File: src/rtl/issue_rat_freelist_checkpoint_ctrl_pkg.sv
// Shared defaults and FSM encoding for the free-list checkpoint controller.
package issue_rat_freelist_checkpoint_ctrl_pkg;

    localparam int PRF_WIDTH_DEF  = 6;
    localparam int FGR_WIDTH_DEF  = 3;
    localparam int NUM_BANKS_DEF  = 4;
    localparam int BANK_DEPTH_DEF = 4;

    typedef enum logic [1:0] {
        IDLE  = 2'd0,
        MARK  = 2'd1,
        DRAIN = 2'd2
    } ckpt_state_e;

endpackage

File: src/rtl/issue_rat_freelist_checkpoint_ctrl_match.sv
// Combinational FGR CAM over the live bank window [head, head+count).
// Returns the oldest hit and a mask of that bank plus every younger live bank.
module issue_rat_freelist_checkpoint_match
    import issue_rat_freelist_checkpoint_ctrl_pkg::*;
#(
    parameter int FGR_WIDTH = FGR_WIDTH_DEF,
    parameter int NUM_BANKS = NUM_BANKS_DEF,
    parameter int PTR_W     = $clog2(NUM_BANKS)
) (
    input  logic [NUM_BANKS-1:0][FGR_WIDTH-1:0] fgr,
    input  logic [NUM_BANKS-1:0]                tag_live,
    input  logic [FGR_WIDTH-1:0]                key,
    input  logic [PTR_W-1:0]                    head,
    input  logic [PTR_W:0]                      count,
    output logic                                hit,
    output logic [PTR_W-1:0]                    idx,
    output logic [NUM_BANKS-1:0]                age_mask
);
    localparam int CNT_W = PTR_W + 1;

    logic [CNT_W-1:0] hit_off;

    always_comb begin
        hit      = 1'b0;
        idx      = '0;
        hit_off  = '0;
        age_mask = '0;
        // Walk by age offset so the pointer arithmetic wraps naturally.
        for (int k = 0; k < NUM_BANKS; k++) begin
            if (!hit && CNT_W'(k) < count && tag_live[head + PTR_W'(k)] &&
                fgr[head + PTR_W'(k)] == key) begin
                hit     = 1'b1;
                idx     = head + PTR_W'(k);
                hit_off = CNT_W'(k);
            end
        end
        for (int k = 0; k < NUM_BANKS; k++) begin
            if (hit && CNT_W'(k) >= hit_off && CNT_W'(k) < count)
                age_mask[head + PTR_W'(k)] = 1'b1;
        end
    end

endmodule

File: src/rtl/issue_rat_freelist_checkpoint_ctrl.sv
// Checkpoint ring controller: allocates, releases and drains free-list banks.
// Optional sticky protocol checker: ISSUE_RAT_FREELIST_CHECKPOINT_CTRL_ERRCHK_EN.
module issue_rat_freelist_checkpoint_ctrl
    import issue_rat_freelist_checkpoint_ctrl_pkg::*;
#(
    parameter int PRF_WIDTH  = PRF_WIDTH_DEF,
    parameter int FGR_WIDTH  = FGR_WIDTH_DEF,
    parameter int NUM_BANKS  = NUM_BANKS_DEF,
    parameter int BANK_DEPTH = BANK_DEPTH_DEF
) (
    input  logic                                clk,
    input  logic                                reset,
    input  logic                                cp_i_valid,
    input  logic [FGR_WIDTH-1:0]                cp_i_fgr,
    output logic                                cp_o_ready,
    input  logic                                alloc_i_valid,
    input  logic [PRF_WIDTH-1:0]                alloc_i_prf,
    output logic                                alloc_o_ready,
    input  logic                                rsv_i_valid,
    input  logic [FGR_WIDTH-1:0]                rsv_i_fgr,
    input  logic                                msp_i_valid,
    input  logic [FGR_WIDTH-1:0]                msp_i_fgr,
    output logic                                free_o_valid,
    output logic [PRF_WIDTH-1:0]                free_o_prf,
    output logic                                busy_o,
    output logic                                err_o,
    output logic [NUM_BANKS-1:0]                bank_o_tag_wen,
    output logic                                bank_o_tag_valid,
    output logic                                bank_o_tag_abandoned,
    input  logic [NUM_BANKS-1:0]                bank_i_tag_valid,
    input  logic [NUM_BANKS-1:0]                bank_i_tag_abandoned,
    output logic [NUM_BANKS-1:0]                bank_o_fgr_wen,
    output logic [FGR_WIDTH-1:0]                bank_o_fgr,
    input  logic [NUM_BANKS-1:0][FGR_WIDTH-1:0] bank_i_fgr,
    output logic [NUM_BANKS-1:0]                bank_o_fifo_reset,
    output logic [NUM_BANKS-1:0]                bank_o_fifo_wen,
    output logic [PRF_WIDTH-1:0]                bank_o_fifo_prf,
    output logic [NUM_BANKS-1:0]                bank_o_fifo_ren,
    input  logic [NUM_BANKS-1:0][PRF_WIDTH-1:0] bank_i_fifo_prf,
    input  logic [NUM_BANKS-1:0]                bank_i_fifo_full,
    input  logic [NUM_BANKS-1:0]                bank_i_fifo_empty
);
    localparam int              PTR_W    = $clog2(NUM_BANKS);
    localparam int              CNT_W    = PTR_W + 1;
    localparam logic [CNT_W-1:0] FULL_CNT = CNT_W'(NUM_BANKS);

    if (NUM_BANKS < 2 || (NUM_BANKS & (NUM_BANKS - 1)) != 0 || BANK_DEPTH < 1) begin : g_bad_cfg
        $error("NUM_BANKS must be a power of two >= 2 and BANK_DEPTH >= 1");
    end

    ckpt_state_e          state_q, state_d;
    logic [PTR_W-1:0]     head_q, tail_q, mark_q, tail_m1, msp_idx;
    logic [CNT_W-1:0]     count_q;
    logic [NUM_BANKS-1:0] live_tag, msp_mask;
    logic                 idle, msp_hit;
    logic                 cp_fire, alloc_fire, rsv_fire, msp_fire, drain_pop, drain_rel;

    assign tail_m1  = tail_q - 1'b1;
    assign live_tag = bank_i_tag_valid & ~bank_i_tag_abandoned;
    // Outputs are gated by reset so they read idle while reset is held low.
    assign idle     = reset && state_q == IDLE;

    assign cp_o_ready    = idle && count_q != FULL_CNT && !msp_i_valid;
    assign alloc_o_ready = idle && !msp_i_valid && (count_q == '0 || !bank_i_fifo_full[tail_m1]);
    assign cp_fire       = cp_i_valid && cp_o_ready;
    assign alloc_fire    = alloc_i_valid && alloc_o_ready;
    assign rsv_fire      = idle && !msp_i_valid && rsv_i_valid && count_q != '0 &&
                           bank_i_fgr[head_q] == rsv_i_fgr;
    assign msp_fire      = idle && msp_i_valid && msp_hit;
    assign drain_pop     = reset && state_q == DRAIN && !bank_i_fifo_empty[tail_m1];
    assign drain_rel     = reset && state_q == DRAIN && bank_i_fifo_empty[tail_m1];

    issue_rat_freelist_checkpoint_match #(
        .FGR_WIDTH(FGR_WIDTH), .NUM_BANKS(NUM_BANKS), .PTR_W(PTR_W)
    ) u_msp_match (
        .fgr(bank_i_fgr), .tag_live(live_tag), .key(msp_i_fgr), .head(head_q),
        .count(count_q), .hit(msp_hit), .idx(msp_idx), .age_mask(msp_mask)
    );

    always_ff @(posedge clk or negedge reset) begin
        if (!reset) state_q <= IDLE;
        else        state_q <= state_d;
    end

    always_comb begin
        state_d = state_q;
        unique case (state_q)
            IDLE:    if (msp_fire) state_d = MARK;
            MARK:    state_d = DRAIN;
            DRAIN:   if (drain_rel && tail_m1 == mark_q) state_d = IDLE;
            default: state_d = IDLE;
        endcase
    end

    always_comb begin
        bank_o_tag_wen       = '0;
        bank_o_tag_valid     = 1'b0;
        bank_o_tag_abandoned = 1'b0;
        bank_o_fgr_wen       = '0;
        bank_o_fgr           = '0;
        bank_o_fifo_reset    = '1;
        bank_o_fifo_wen      = '0;
        bank_o_fifo_prf      = '0;
        bank_o_fifo_ren      = '0;
        free_o_valid         = 1'b0;
        free_o_prf           = '0;
        busy_o               = reset && (state_q == MARK || state_q == DRAIN);
        unique case (state_q)
            IDLE: begin
                if (msp_fire) begin
                    bank_o_tag_wen       = msp_mask;
                    bank_o_tag_valid     = 1'b1;
                    bank_o_tag_abandoned = 1'b1;
                end else begin
                    // Tag data is shared: a same-cycle checkpoint owns it. The released
                    // bank sits outside the head/tail window, so its stale valid is harmless.
                    if (rsv_fire) begin
                        bank_o_fifo_reset[head_q] = 1'b0;
                        if (!cp_fire) bank_o_tag_wen[head_q] = 1'b1;
                    end
                    if (cp_fire) begin
                        bank_o_tag_wen[tail_q]    = 1'b1;
                        bank_o_tag_valid          = 1'b1;
                        bank_o_fgr_wen[tail_q]    = 1'b1;
                        bank_o_fgr                = cp_i_fgr;
                        bank_o_fifo_reset[tail_q] = 1'b0;
                    end
                    if (alloc_fire && count_q != '0) begin
                        bank_o_fifo_wen[tail_m1] = 1'b1;
                        bank_o_fifo_prf          = alloc_i_prf;
                    end
                end
            end
            DRAIN: begin
                if (drain_pop) begin
                    bank_o_fifo_ren[tail_m1] = 1'b1;
                    free_o_valid             = 1'b1;
                    free_o_prf               = bank_i_fifo_prf[tail_m1];
                end else if (drain_rel) begin
                    bank_o_tag_wen[tail_m1]    = 1'b1;
                    bank_o_fifo_reset[tail_m1] = 1'b0;
                end
            end
            default: ;
        endcase
    end

    always_ff @(posedge clk or negedge reset) begin
        if (!reset) begin
            head_q  <= '0;
            tail_q  <= '0;
            count_q <= '0;
            mark_q  <= '0;
        end else begin
            if (msp_fire)  mark_q <= msp_idx;
            if (cp_fire)   tail_q <= tail_q + 1'b1;
            if (drain_rel) tail_q <= tail_m1;
            if (rsv_fire)  head_q <= head_q + 1'b1;
            count_q <= count_q + CNT_W'(cp_fire) - CNT_W'(rsv_fire) - CNT_W'(drain_rel);
        end
    end

`ifdef ISSUE_RAT_FREELIST_CHECKPOINT_CTRL_ERRCHK_EN
    logic                 err_q, dup_hit;
    logic [PTR_W-1:0]     dup_idx_unused;
    logic [NUM_BANKS-1:0] dup_mask_unused;

    issue_rat_freelist_checkpoint_match #(
        .FGR_WIDTH(FGR_WIDTH), .NUM_BANKS(NUM_BANKS), .PTR_W(PTR_W)
    ) u_dup_match (
        .fgr(bank_i_fgr), .tag_live(live_tag), .key(cp_i_fgr), .head(head_q),
        .count(count_q), .hit(dup_hit), .idx(dup_idx_unused), .age_mask(dup_mask_unused)
    );

    always_ff @(posedge clk or negedge reset) begin
        if (!reset) err_q <= 1'b0;
        else if ((idle && !msp_i_valid && rsv_i_valid &&
                  (count_q == '0 || bank_i_fgr[head_q] != rsv_i_fgr)) ||
                 (idle && msp_i_valid && !msp_hit) ||
                 (cp_fire && dup_hit))
            err_q <= 1'b1;
    end
    assign err_o = err_q;
`else
    assign err_o = 1'b0;
`endif

endmodule

File: config.mk
export PLATFORM = sky130hd
export DESIGN_NAME = issue_rat_freelist_checkpoint_ctrl
export DESIGN_NICKNAME = d
export VERILOG_FILES = /design/src/rtl/issue_rat_freelist_checkpoint_ctrl_pkg.sv /design/src/rtl/issue_rat_freelist_checkpoint_ctrl_match.sv /design/src/rtl/issue_rat_freelist_checkpoint_ctrl.sv
export SDC_FILE = /design/constraint.sdc
export NUM_CORES = 1
export LEC_CHECK = 0
export CAP_MARGIN = 20
export CORE_MARGIN = 2
export CORE_UTILIZATION = 45
export CTS_CLUSTER_SIZE = 20
export DETAILED_ROUTE_END_ITERATION = 8
export DONT_BUFFER_PORTS = 1
export PLACE_DENSITY = 0.67
export REMOVE_ABC_BUFFERS = 1
export SETUP_SLACK_MARGIN = 0.1
export SLEW_MARGIN = 25
export SYNTH_ARGS = -nofsm -noshare
export SYNTH_HDL_FRONTEND = slang
export SYNTH_HIERARCHICAL = 1
export SYNTH_SLANG_ARGS = --single-unit
File: constraint.sdc
create_clock -name clk -period 8.22 [get_ports clk]
set_input_delay 0.822 -clock clk [delete_from_list [all_inputs] [get_ports clk]]
set_output_delay 0.822 -clock clk [all_outputs]
set_load 0.01 [all_outputs]
Word-level counts from Yosys, hierarchy flattened
Cells that the tools add are included.
{"block": "classes", "addsub": 8, "n_lt_le_gt_ge": 20, "n_eq_ne": 11, "mux": 94, "bitwise_logic": 10, "n_reduce_logical": 56}
{"cell": "two-way mux 4 bit", "n": 27}
{"cell": "logical AND 1 bit", "n": 43}
{"cell": "two-way mux 6 bit", "n": 6}
{"cell": "binary-select mux 3 bit (select 2 bit)", "n": 4}
{"cell": "two-way mux 1 bit", "n": 24}
{"cell": "two-way mux 3 bit", "n": 7}
{"cell": "two-way mux 2 bit", "n": 10}
{"cell": "< comparator 2 x 3 -> 1 bit, second input constant", "n": 6}
{"cell": "NOT 4 bit", "n": 4}
{"cell": "OR 4 bit", "n": 4}
{"cell": "case mux 4 bit (2 select lines)", "n": 2}
{"cell": "== test 3 bit", "n": 5}
{"cell": "binary-select mux 1 bit (select 2 bit)", "n": 6}
{"cell": "binary-select mux 6 bit (select 2 bit)", "n": 1}
{"cell": "demux 1 bit (select 2 bit)", "n": 6}
{"cell": ">= comparator 2 x 1 -> 1 bit, second input constant", "n": 6}
{"cell": "AND 4 bit", "n": 2}
{"cell": "zero test 1 bit", "n": 6}
{"cell": "< comparator 1 x 3 -> 1 bit, first input constant", "n": 2}
{"cell": "< comparator 2 x 3 -> 1 bit, first input constant", "n": 2}
{"cell": "case mux 2 bit (3 select lines)", "n": 1}
{"cell": "subtractor 3 x 1 -> 3 bit", "n": 2}
{"cell": "adder 2 x 1 -> 2 bit, second input constant", "n": 2}
{"cell": "adder 2 bit, second input constant", "n": 2}
{"cell": "16 further kinds", "n": 19}
{"block": "totals", "regBits": 11, "word_cells": 204}

Longest topological paths before layout
Gate-level depths: netlist of run 1.
{"block": "logic_depth", "ltp_word": 34, "ltp_mapped": 14, "depth_no_buf": 13}

Hierarchy
The synthesis of run 1 kept the hierarchy.
{"module": "issue_rat_freelist_checkpoint_ctrl", "instances": 1, "cells_per_inst": 168, "area_each_um2": 1500.2}
{"module": "issue_rat_freelist_checkpoint_match", "instances": 1, "cells_per_inst": 72, "area_each_um2": 833.3}

Worst setup path after synthesis of run 1
Ideal clock, no wire load.
{"block": "synth_path", "path_kind": "register -> output", "from": "register head_q[0]", "to": "output bank_o_tag_wen[0]", "t_arrival_ns": 3.395, "setup_slack_ns": 4.003, "stages_incl_launch_ff": 14, "path_cell_list": "dfrtp_1 -> buf_6 -> buf_6 -> inv_1 -> ha_1 -> buf_4 -> mux4_2 -> xor2_1 -> nor4_4 -> or2_1 -> buf_6 -> a32o_1 -> a221o_1 -> a221o_1"}
{"block": "synth_between", "elab_chain_cells": 32}
{"element": "start, declared", "line_no": "issue_rat_freelist_checkpoint_ctrl.sv:52", "source": "logic [PTR_W-1:0] head_q, tail_q, mark_q, tail_m1, msp_idx;"}
{"element": "start signal, assigned", "line_no": "issue_rat_freelist_checkpoint_ctrl.sv:158", "source": "if (rsv_fire) head_q <= head_q + 1'b1;"}
{"element": "binary-select mux 3 bit (select 2 bit) / binary-select mux 1 bit (select 2 bit) (equally long branches)", "line_no": "issue_rat_freelist_checkpoint_ctrl_match.sv:31, issue_rat_freelist_checkpoint_ctrl_match.sv:30"}
{"element": "two-way mux 3 bit (not written as such) / two-way mux 1 bit (equally long branches)", "line_no": "issue_rat_freelist_checkpoint_ctrl_match.sv:31, issue_rat_freelist_checkpoint_ctrl_match.sv:30"}
{"element": "== test 3 bit / logical AND 1 bit (equally long branches)", "line_no": "issue_rat_freelist_checkpoint_ctrl_match.sv:31, issue_rat_freelist_checkpoint_ctrl_match.sv:30"}
{"element": "logical AND 1 bit", "line_no": "issue_rat_freelist_checkpoint_ctrl_match.sv:30", "source": "if (!hit && CNT_W'(k) < count && tag_live[head + PTR_W'(k)] &&"}
{"element": "two-way mux 1 bit", "line_no": "issue_rat_freelist_checkpoint_ctrl_match.sv:30"}
{"element": "zero test 1 bit", "line_no": "issue_rat_freelist_checkpoint_ctrl_match.sv:30"}
{"element": "logical AND 1 bit (3 in a row)", "line_no": "issue_rat_freelist_checkpoint_ctrl_match.sv:30"}
{"element": "two-way mux 1 bit", "line_no": "issue_rat_freelist_checkpoint_ctrl_match.sv:30"}
{"element": "[... 15 more ...]"}
{"element": "two-way mux 4 bit", "line_no": "issue_rat_freelist_checkpoint_ctrl_match.sv:38", "source": "if (hit && CNT_W'(k) >= hit_off && CNT_W'(k) < count)"}
{"element": "OR 4 bit (no line)"}
{"element": "two-way mux 4 bit", "line_no": "issue_rat_freelist_checkpoint_ctrl_match.sv:38"}
{"element": "OR 4 bit (no line)"}
{"element": "two-way mux 4 bit (*)", "line_no": "issue_rat_freelist_checkpoint_ctrl_match.sv:38"}
{"element": "net msp_mask[0]", "line_no": "issue_rat_freelist_checkpoint_ctrl.sv:54", "source": "logic [NUM_BANKS-1:0] live_tag, msp_mask;"}
{"element": "two-way mux 4 bit (*)", "line_no": "issue_rat_freelist_checkpoint_ctrl.sv:110", "source": "if (msp_fire) begin"}
{"element": "case mux 4 bit (2 select lines) (*)", "line_no": "issue_rat_freelist_checkpoint_ctrl.sv:108", "source": "unique case (state_q)"}
{"element": "end, declared", "line_no": "issue_rat_freelist_checkpoint_ctrl.sv:27", "source": "output logic [NUM_BANKS-1:0] bank_o_tag_wen,"}
The timed path passes the listed nets; every way through them passes the cells marked *. The select of a mux whose other input is x is not followed.

Worst setup path in the final report of run 1
{"block": "layout_path", "from": "register head_q[1]", "to": "output bank_o_tag_wen[0]"}
{"element": "binary-select mux 3 bit (select 2 bit) / binary-select mux 1 bit (select 2 bit) (equally long branches)", "line_no": "issue_rat_freelist_checkpoint_ctrl_match.sv:31, issue_rat_freelist_checkpoint_ctrl_match.sv:30"}
{"element": "two-way mux 3 bit (not written as such) / two-way mux 1 bit (equally long branches)", "line_no": "issue_rat_freelist_checkpoint_ctrl_match.sv:31, issue_rat_freelist_checkpoint_ctrl_match.sv:30"}
{"element": "== test 3 bit / logical AND 1 bit (equally long branches)", "line_no": "issue_rat_freelist_checkpoint_ctrl_match.sv:31, issue_rat_freelist_checkpoint_ctrl_match.sv:30"}
{"element": "logical AND 1 bit", "line_no": "issue_rat_freelist_checkpoint_ctrl_match.sv:30"}
{"element": "two-way mux 1 bit", "line_no": "issue_rat_freelist_checkpoint_ctrl_match.sv:30"}
{"element": "zero test 1 bit", "line_no": "issue_rat_freelist_checkpoint_ctrl_match.sv:30"}
{"element": "logical AND 1 bit (3 in a row)", "line_no": "issue_rat_freelist_checkpoint_ctrl_match.sv:30"}
{"element": "two-way mux 1 bit", "line_no": "issue_rat_freelist_checkpoint_ctrl_match.sv:30"}
{"element": "[... 10 more ...]"}
{"element": "net msp_hit", "line_no": "issue_rat_freelist_checkpoint_ctrl.sv:55", "source": "logic idle, msp_hit;"}
{"element": "[... 3 more ...]"}
{"element": "OR 4 bit (no line)"}
{"element": "two-way mux 4 bit", "line_no": "issue_rat_freelist_checkpoint_ctrl_match.sv:38"}
{"element": "OR 4 bit (no line)"}
{"element": "two-way mux 4 bit", "line_no": "issue_rat_freelist_checkpoint_ctrl_match.sv:38"}
{"element": "OR 4 bit (no line)"}
{"element": "two-way mux 4 bit", "line_no": "issue_rat_freelist_checkpoint_ctrl_match.sv:38"}
{"element": "two-way mux 4 bit (*)", "line_no": "issue_rat_freelist_checkpoint_ctrl.sv:110"}
{"element": "case mux 4 bit (2 select lines) (*)", "line_no": "issue_rat_freelist_checkpoint_ctrl.sv:108"}
Marked as above.

==> impl_metrics.toml, run 1 <==
[status]
status = "completed"

[run]
maxCapViolations = 0

[worst_setup_path]
crit_path_cell_trace = "inv_1 -> ha_1 -> mux4_2 -> xor2_1 -> nor4_4 -> nor3b_2 -> nand2_1 -> nand4_1 -> clkinv_1 -> a221o_1"
required_ns = 7.40
crit_fanout = 19
worst_path_max_delay_cell = "dfrtp_1"
crit_path_end_kind = "output pin"
critical_path_buf_inv_count = 2
slowest_delay_ns = 0.80
worstSetupPathType = "reg -> out"
start_kind = "register"
critPathArrivalTime_ns = 4.08
critical-path-top-delay-family = "flip-flops"

[yosys]
synth_cell_type_count = 44
syn_area_sq_um = 2333
syn_avg_cell_area_sq_um = 9.723
synthTopCellsByCount = "nand2_1, mux4_2, and2_1, ha_1, inv_1"
synthArstFlopShare = 1.000
synth_top_cell_by_area = "mux4_2"
syn_inst = 240
post-synth-top-count-cell = "nand2_1"
synth_flop_cell = "dfrtp_1"
synth-seq-cells = 11
synthTopCellsByArea = "mux4_2, dfrtp_1, ha_1"
synth_enable_flop_cells = 0
seq_area_frac_synth = 0.1180
netlist.area_leader.share = 0.2413
ys_warn_count = 6

[cts]
cts_tree = "done"
clock-sinks = 11
cts_buffers = 3
cts_max_level = 1
clock_latency_ns = 0.24
cts_resized = 0
post_cts_buffers = 0
ctsHoldBuffers = 0
cts_root_buf = "clkbuf_8"
path_clk_slew_ns = 0.05
cts_max_path_buffers = 2

[floorplan]
die_h_microns = 76.01
io_pins = 115
fp.coreArea_sq_um = 5042
die_w_microns = 76.01
initial_core_util = 0.4628
dieArea_sq_um = 5778
rows = 26

[sta]
whs_ns = 0.2744
max_freq_mhz = 204.1
maxSlewViolCount = 0
slew_headroom = 0.4497
post-route-period-util = 0.5962
finalHoldViolCount = 0
worst_slew_pin_slew_ns = 0.8254
rsz0062_at_grt = "no"
setup_violations = 0
period_minus_slack_ns = 4.900
final.setup.tns_ns = 0
skew_ns = 0.003906

[placement]
gp_congestion = 0.8729
dpl.hpwl_mm = 4.430
port-buffer-count = 0

[pwr]
switching_share = 0.4871
p_comb_frac = 0.754
powerDensity_nw_per_um2 = 309.7
seqPwrFrac = 0.172
p_leak_nw = 1.039
clkPwrFrac = 0.074
peakVddDrop_uv = 110.2
p_int_uw = 382.2
p_switching_uw = 363.0

[route]
viasPerCell = 6.203
firstDrtPassIters = 4
post_drt_wl_per_cell_microns = 17.58
wl_mm = 5.361
first_iter_violations = 169
ant_nets = 0
drc_errors = 0
dr_total_vias = 1892

[global_route]
grt_antenna_before_repair = 0
grt_pass1_wl_mm = 8.901
first_global_vias = 1908
gr-total-overflow = 0
grt_max_degree = 28
grt_use_total = 0.1858

[cells_and_area]
syn_to_final_growth_pct = 3.110
n_antenna_cell = 0
drive_above_1_share = 0.1660
fin_nets = 329

[worst_hold_path]
min-delay-path-class = "in -> async"
[registers in the layout, indices dropped and copies added, names as in the netlist]
register / flops
head_q: 2
mark_q: 2
count_q: 3
state_q: 2
tail_q: 2
[final timing paths]
path,start,end,slack [ns],depth (start not counted)
max,head_q[1]$_DFFE_PN0P_,bank_o_tag_wen[0],3.32,10
min,reset,count_q[2]$_DFF_PN0_,0.27,0
max reg2reg,tail_q[0]$_DFFE_PN0P_,count_q[2]$_DFF_PN0_,4.39,13
min reg2reg,mark_q[0]$_DFFE_PN0P_,mark_q[0]$_DFFE_PN0P_,0.52,2
max in group asynchronous,reset,tail_q[0]$_DFFE_PN0P_,7.87,0
min in group clk,mark_q[0]$_DFFE_PN0P_,mark_q[0]$_DFFE_PN0P_,0.52,2
[through the flow]
stage	cell area, sq um	power (mW)	setup slack (ns)	util	instances
2_1_floorplan	2258	0.5919	3.663	-	229
3_3_place_gp	2361	0.6861	3.723	0.4682	301
3_5_place_dp	2361	0.6965	3.580	0.4682	301
4_1_cts	2406	0.7540	3.308	0.4772	305
5_1_grt	2406	0.8230	2.986	0.4772	305
6_report	2406	0.7452	3.320	0.4772	305
[power by group through the flow]
| stage | Sequential [mW] | Clock, mW | Combinational [mW] |
|---|---|---|---|
| 2_1_floorplan | 0.135 | 0 | 0.457 |
| 3_3_place_gp | 0.128 | 0 | 0.558 |
| 3_5_place_dp | 0.130 | 0 | 0.566 |
| 4_1_cts | 0.129 | 0.0561 | 0.568 |
| 5_1_grt | 0.136 | 0.0586 | 0.628 |
| 6_report | 0.128 | 0.0549 | 0.562 |
[cell families (layout without fill, tap and decap cells)]
| logic type | after synthesis | after routing | synth area share |
|---|---|---|---|
| AND/OR/NAND/NOR | 92 | 92 | 0.2375 |
| multiplexers | 30 | 30 | 0.2708 |
| flip-flops | 11 | 11 | 0.1180 |
| XOR/XNOR | 22 | 22 | 0.08258 |
| buffers and inverters | 29 | 24 | 0.06112 |
| AO/OA/AOI/OAI | 35 | 35 | 0.1212 |
| adder cells (fa/ha/maj) | 20 | 20 | 0.1072 |
| other | 1 | 1 | 0.001607 |
[layer usage]
layer	wire, microns	vias up	track usage
li1	-	878	-
met3	505	6	0.05569
met1	2146	906	0.2409
met4	64	0	0.04000
met5	0	-	0
met2	2645	102	0.3089
[cell type report]
| type | count | area, sq um |
|---|---|---|
| inverter | 18 | 67.56 |
| multi-input combinational | 200 | 1916 |
| timing repair buffer | 2 | 15.01 |
| tap | 70 | 87.58 |
| fill | 493 | 2636 |
| clock buffer | 4 | 45.04 |
| sequential | 11 | 275.3 |
[cell usage in the layout, fill, tap and decap left out, drive strengths merged, types with 2 or more instances in the layout]
cell | netlist | layout
a21oi | 8 | 8
a221o | 12 | 12
a32o | 4 | 4
and2 | 24 | 24
buf | 8 | 2
clkbuf | 3 | 4
dfrtp | 11 | 11
ha | 20 | 20
inv | 17 | 17
mux2 | 2 | 2
mux2i | 2 | 2
mux4 | 26 | 26
nand2 | 30 | 30
nand2b | 2 | 2
nand3 | 6 | 6
nand3b | 3 | 3
nand4 | 2 | 2
nor2 | 6 | 6
nor2b | 6 | 6
nor3b | 3 | 3
nor4 | 3 | 3
o21ai | 3 | 3
o31ai | 2 | 2
or2 | 2 | 2
or4 | 2 | 2
xnor2 | 8 | 8
xor2 | 14 | 14
Note: power is estimated with default switching activity, not from simulation.
==> run 2: changes to the inputs <==
--- a/config.mk
+++ b/config.mk
@@ -11,7 +11,7 @@
 export CTS_CLUSTER_SIZE = 20
 export DETAILED_ROUTE_END_ITERATION = 8
 export DONT_BUFFER_PORTS = 1
-export PLACE_DENSITY = 0.67
+export PLACE_DENSITY = 0.69
 export REMOVE_ABC_BUFFERS = 1
 export SETUP_SLACK_MARGIN = 0.1
 export SLEW_MARGIN = 25
==> constraint.sdc (replaced) <==
create_clock -name clk -period 4.21 [get_ports clk]
set_input_delay 0.421 -clock clk [delete_from_list [all_inputs] [get_ports clk]]
set_output_delay 0.421 -clock clk [all_outputs]
set_load 0.01 [all_outputs]
==> impl_metrics.toml, run 2 (synthesis gave the netlist of run 1 again) <==
[worst_hold_path]
min-delay-start = "mark_q[1]$_DFFE_PN0P_"
hold_depth = 2
min-delay-path-class = "reg -> reg"
hold-path-endpoint = "mark_q[1]$_DFFE_PN0P_"

[cells_and_area]
final_cell_mix = "nand2_1, mux4_2, and2_1"
seq_area_sq_um = 275.3
top_register = "count_q"
design_area_sq_um = 2439
final_common_cell = "nand2_1"
fin_cells = 308
syn_to_final_growth_pct = 4.504
n_fill_cell = 468
utilization = 0.4836
n_antenna_cell = 0
drive_above_1_share = 0.1723
fin_nets = 332
multi_input_area_sq_um = 1923
largest_register_ffs = 3

[route]
ant_nets = 0
wl_mm = 5.615
first_iter_violations = 117
dr_total_vias = 1926
firstDrtPassIters = 4
post_drt_wl_per_cell_microns = 18.23
drc_errors = 0
viasPerCell = 6.253

[sta]
worst_slew_pin_slew_ns = 0.7118
post-route-period-util = 0.9186
rsz0062_at_grt = "no"
max_freq_mhz = 258.6
setup_violations = 0
skew_ns = 0.003166
slew_headroom = 0.5255
final.setup.tns_ns = 0
maxSlewViolCount = 0
setup_slack_ns = 0.3428
whs_ns = 0.5089
period_minus_slack_ns = 3.867
finalHoldViolCount = 0

[cts]
cts_max_path_buffers = 2
cts_tree = "done"
clock_latency_ns = 0.24
cts_root_buf = "clkbuf_8"
path_clk_slew_ns = 0.05
cts_resized = 0
cts_buffers = 3
clock-sinks = 11
cts_max_level = 1

[worst_setup_path]
worst_path_max_delay_cell = "mux4_2"
worstReg2RegStart = "head_q[0]$_DFFE_PN0P_"
rr_endpoint = "count_q[2]$_DFF_PN0_"
critical-path-top-delay-family = "simple AND/OR/NAND/NOR gates"
worstSetupPathType = "reg -> out"
r2r_cells = 12
crit_fanout = 10
required_ns = 3.79
critical_path_buf_inv_count = 2
critPathArrivalTime_ns = 3.45
crit_path_cell_trace = "inv_1 -> ha_1 -> mux4_2 -> xor2_1 -> nor4_4 -> nor3b_2 -> nand2_1 -> nand4_1 -> clkinv_1 -> a221o_1"
reg2reg_setup_slack_ns = 0.92
slowest_delay_ns = 0.58
start_kind = "register"
crit_path_end_kind = "output pin"

[placement]
place_ws_ns = 0.6385
port-buffer-count = 0
gp_congestion = 0.8699
dpl.hpwl_mm = 4.516
place_area_sq_um = 2376
dp_cells = 303

[floorplan]
dieArea_sq_um = 5778
rows = 26
io_pins = 115
die_w_microns = 76.01
die_h_microns = 76.01
fp.coreArea_sq_um = 5042
initial_core_util = 0.4628

[run]
maxCapViolations = 0

[global_route]
gr-total-overflow = 0
grt_use_total = 0.1971
first_global_vias = 1869
grt_pass1_wl_mm = 9.294
grt_max_degree = 27
grt_antenna_before_repair = 0

[pwr]
peakVddDrop_uv = 203.2
power_mw = 1.493
powerDensity_nw_per_um2 = 612.3
p_leak_nw = 1.053

[status]
status = "completed"
run 2: cell count changes in the layout (fill, tap and decap cells not counted):
cell           delta
dlygate4sd3_1     +1
a211oi_2          -1
buf_4             +2
a211oi_4          +1
run 2: cell type report:
cell class,count,area share
flip-flops and latches,11,0.1129
repair buffers,5,0.01642
multi-input cells,200,0.7886
clock buffers,4,0.01847
inverters,18,0.02771
well taps,70,0.03592
run 2: how the worst max path moves through the flow:
stage          cells after the start           endpoint                  start
6_report                          10  bank_o_tag_wen[0]  head_q[0]$_DFFE_PN0P_
5_1_grt                           10  bank_o_tag_wen[1]  head_q[0]$_DFFE_PN0P_
4_1_cts                           10  bank_o_tag_wen[0]  head_q[0]$_DFFE_PN0P_
3_5_place_dp                      10  bank_o_tag_wen[0]  head_q[0]$_DFFE_PN0P_
3_3_place_gp                      10  bank_o_tag_wen[0]  head_q[0]$_DFFE_PN0P_
2_1_floorplan                     10  bank_o_tag_wen[0]  head_q[0]$_DFFE_PN0P_
run 2: per-layer routing:
layer	share of wire	vias to the layer above	routed length (microns)	track usage
met4	0.020	0	114	0.06909
met5	0	-	0	0
met3	0.072	9	407	0.03555
li1	-	887	-	-
met2	0.49	103	2774	0.3259
met1	0.41	927	2319	0.2613
run 2: repair_timing:
action | CTS | global route
hold buffers | 1 | 0
setup endpoints to repair | 0 | 0
buffers inserted | 0 | 0
hold endpoints to repair | 11 | 0
run 2: power breakdown:
| part | switching [mW] | internal [mW] | total [mW] | leakage (nW) |
|---|---|---|---|---|
| Combinational | 0.640 | 0.543 | 1.18 | 0.899 |
| Clock | 0.0447 | 0.0669 | 0.112 | 0.0228 |
| Sequential | 0.0453 | 0.153 | 0.198 | 0.131 |
run 2: tightest hold or removal path, delay by kind of cell (launching register included):
family / cells / cell delay [ns]
DFF: 1 / 0.36
and+or+nand+nor: 2 / 0.12
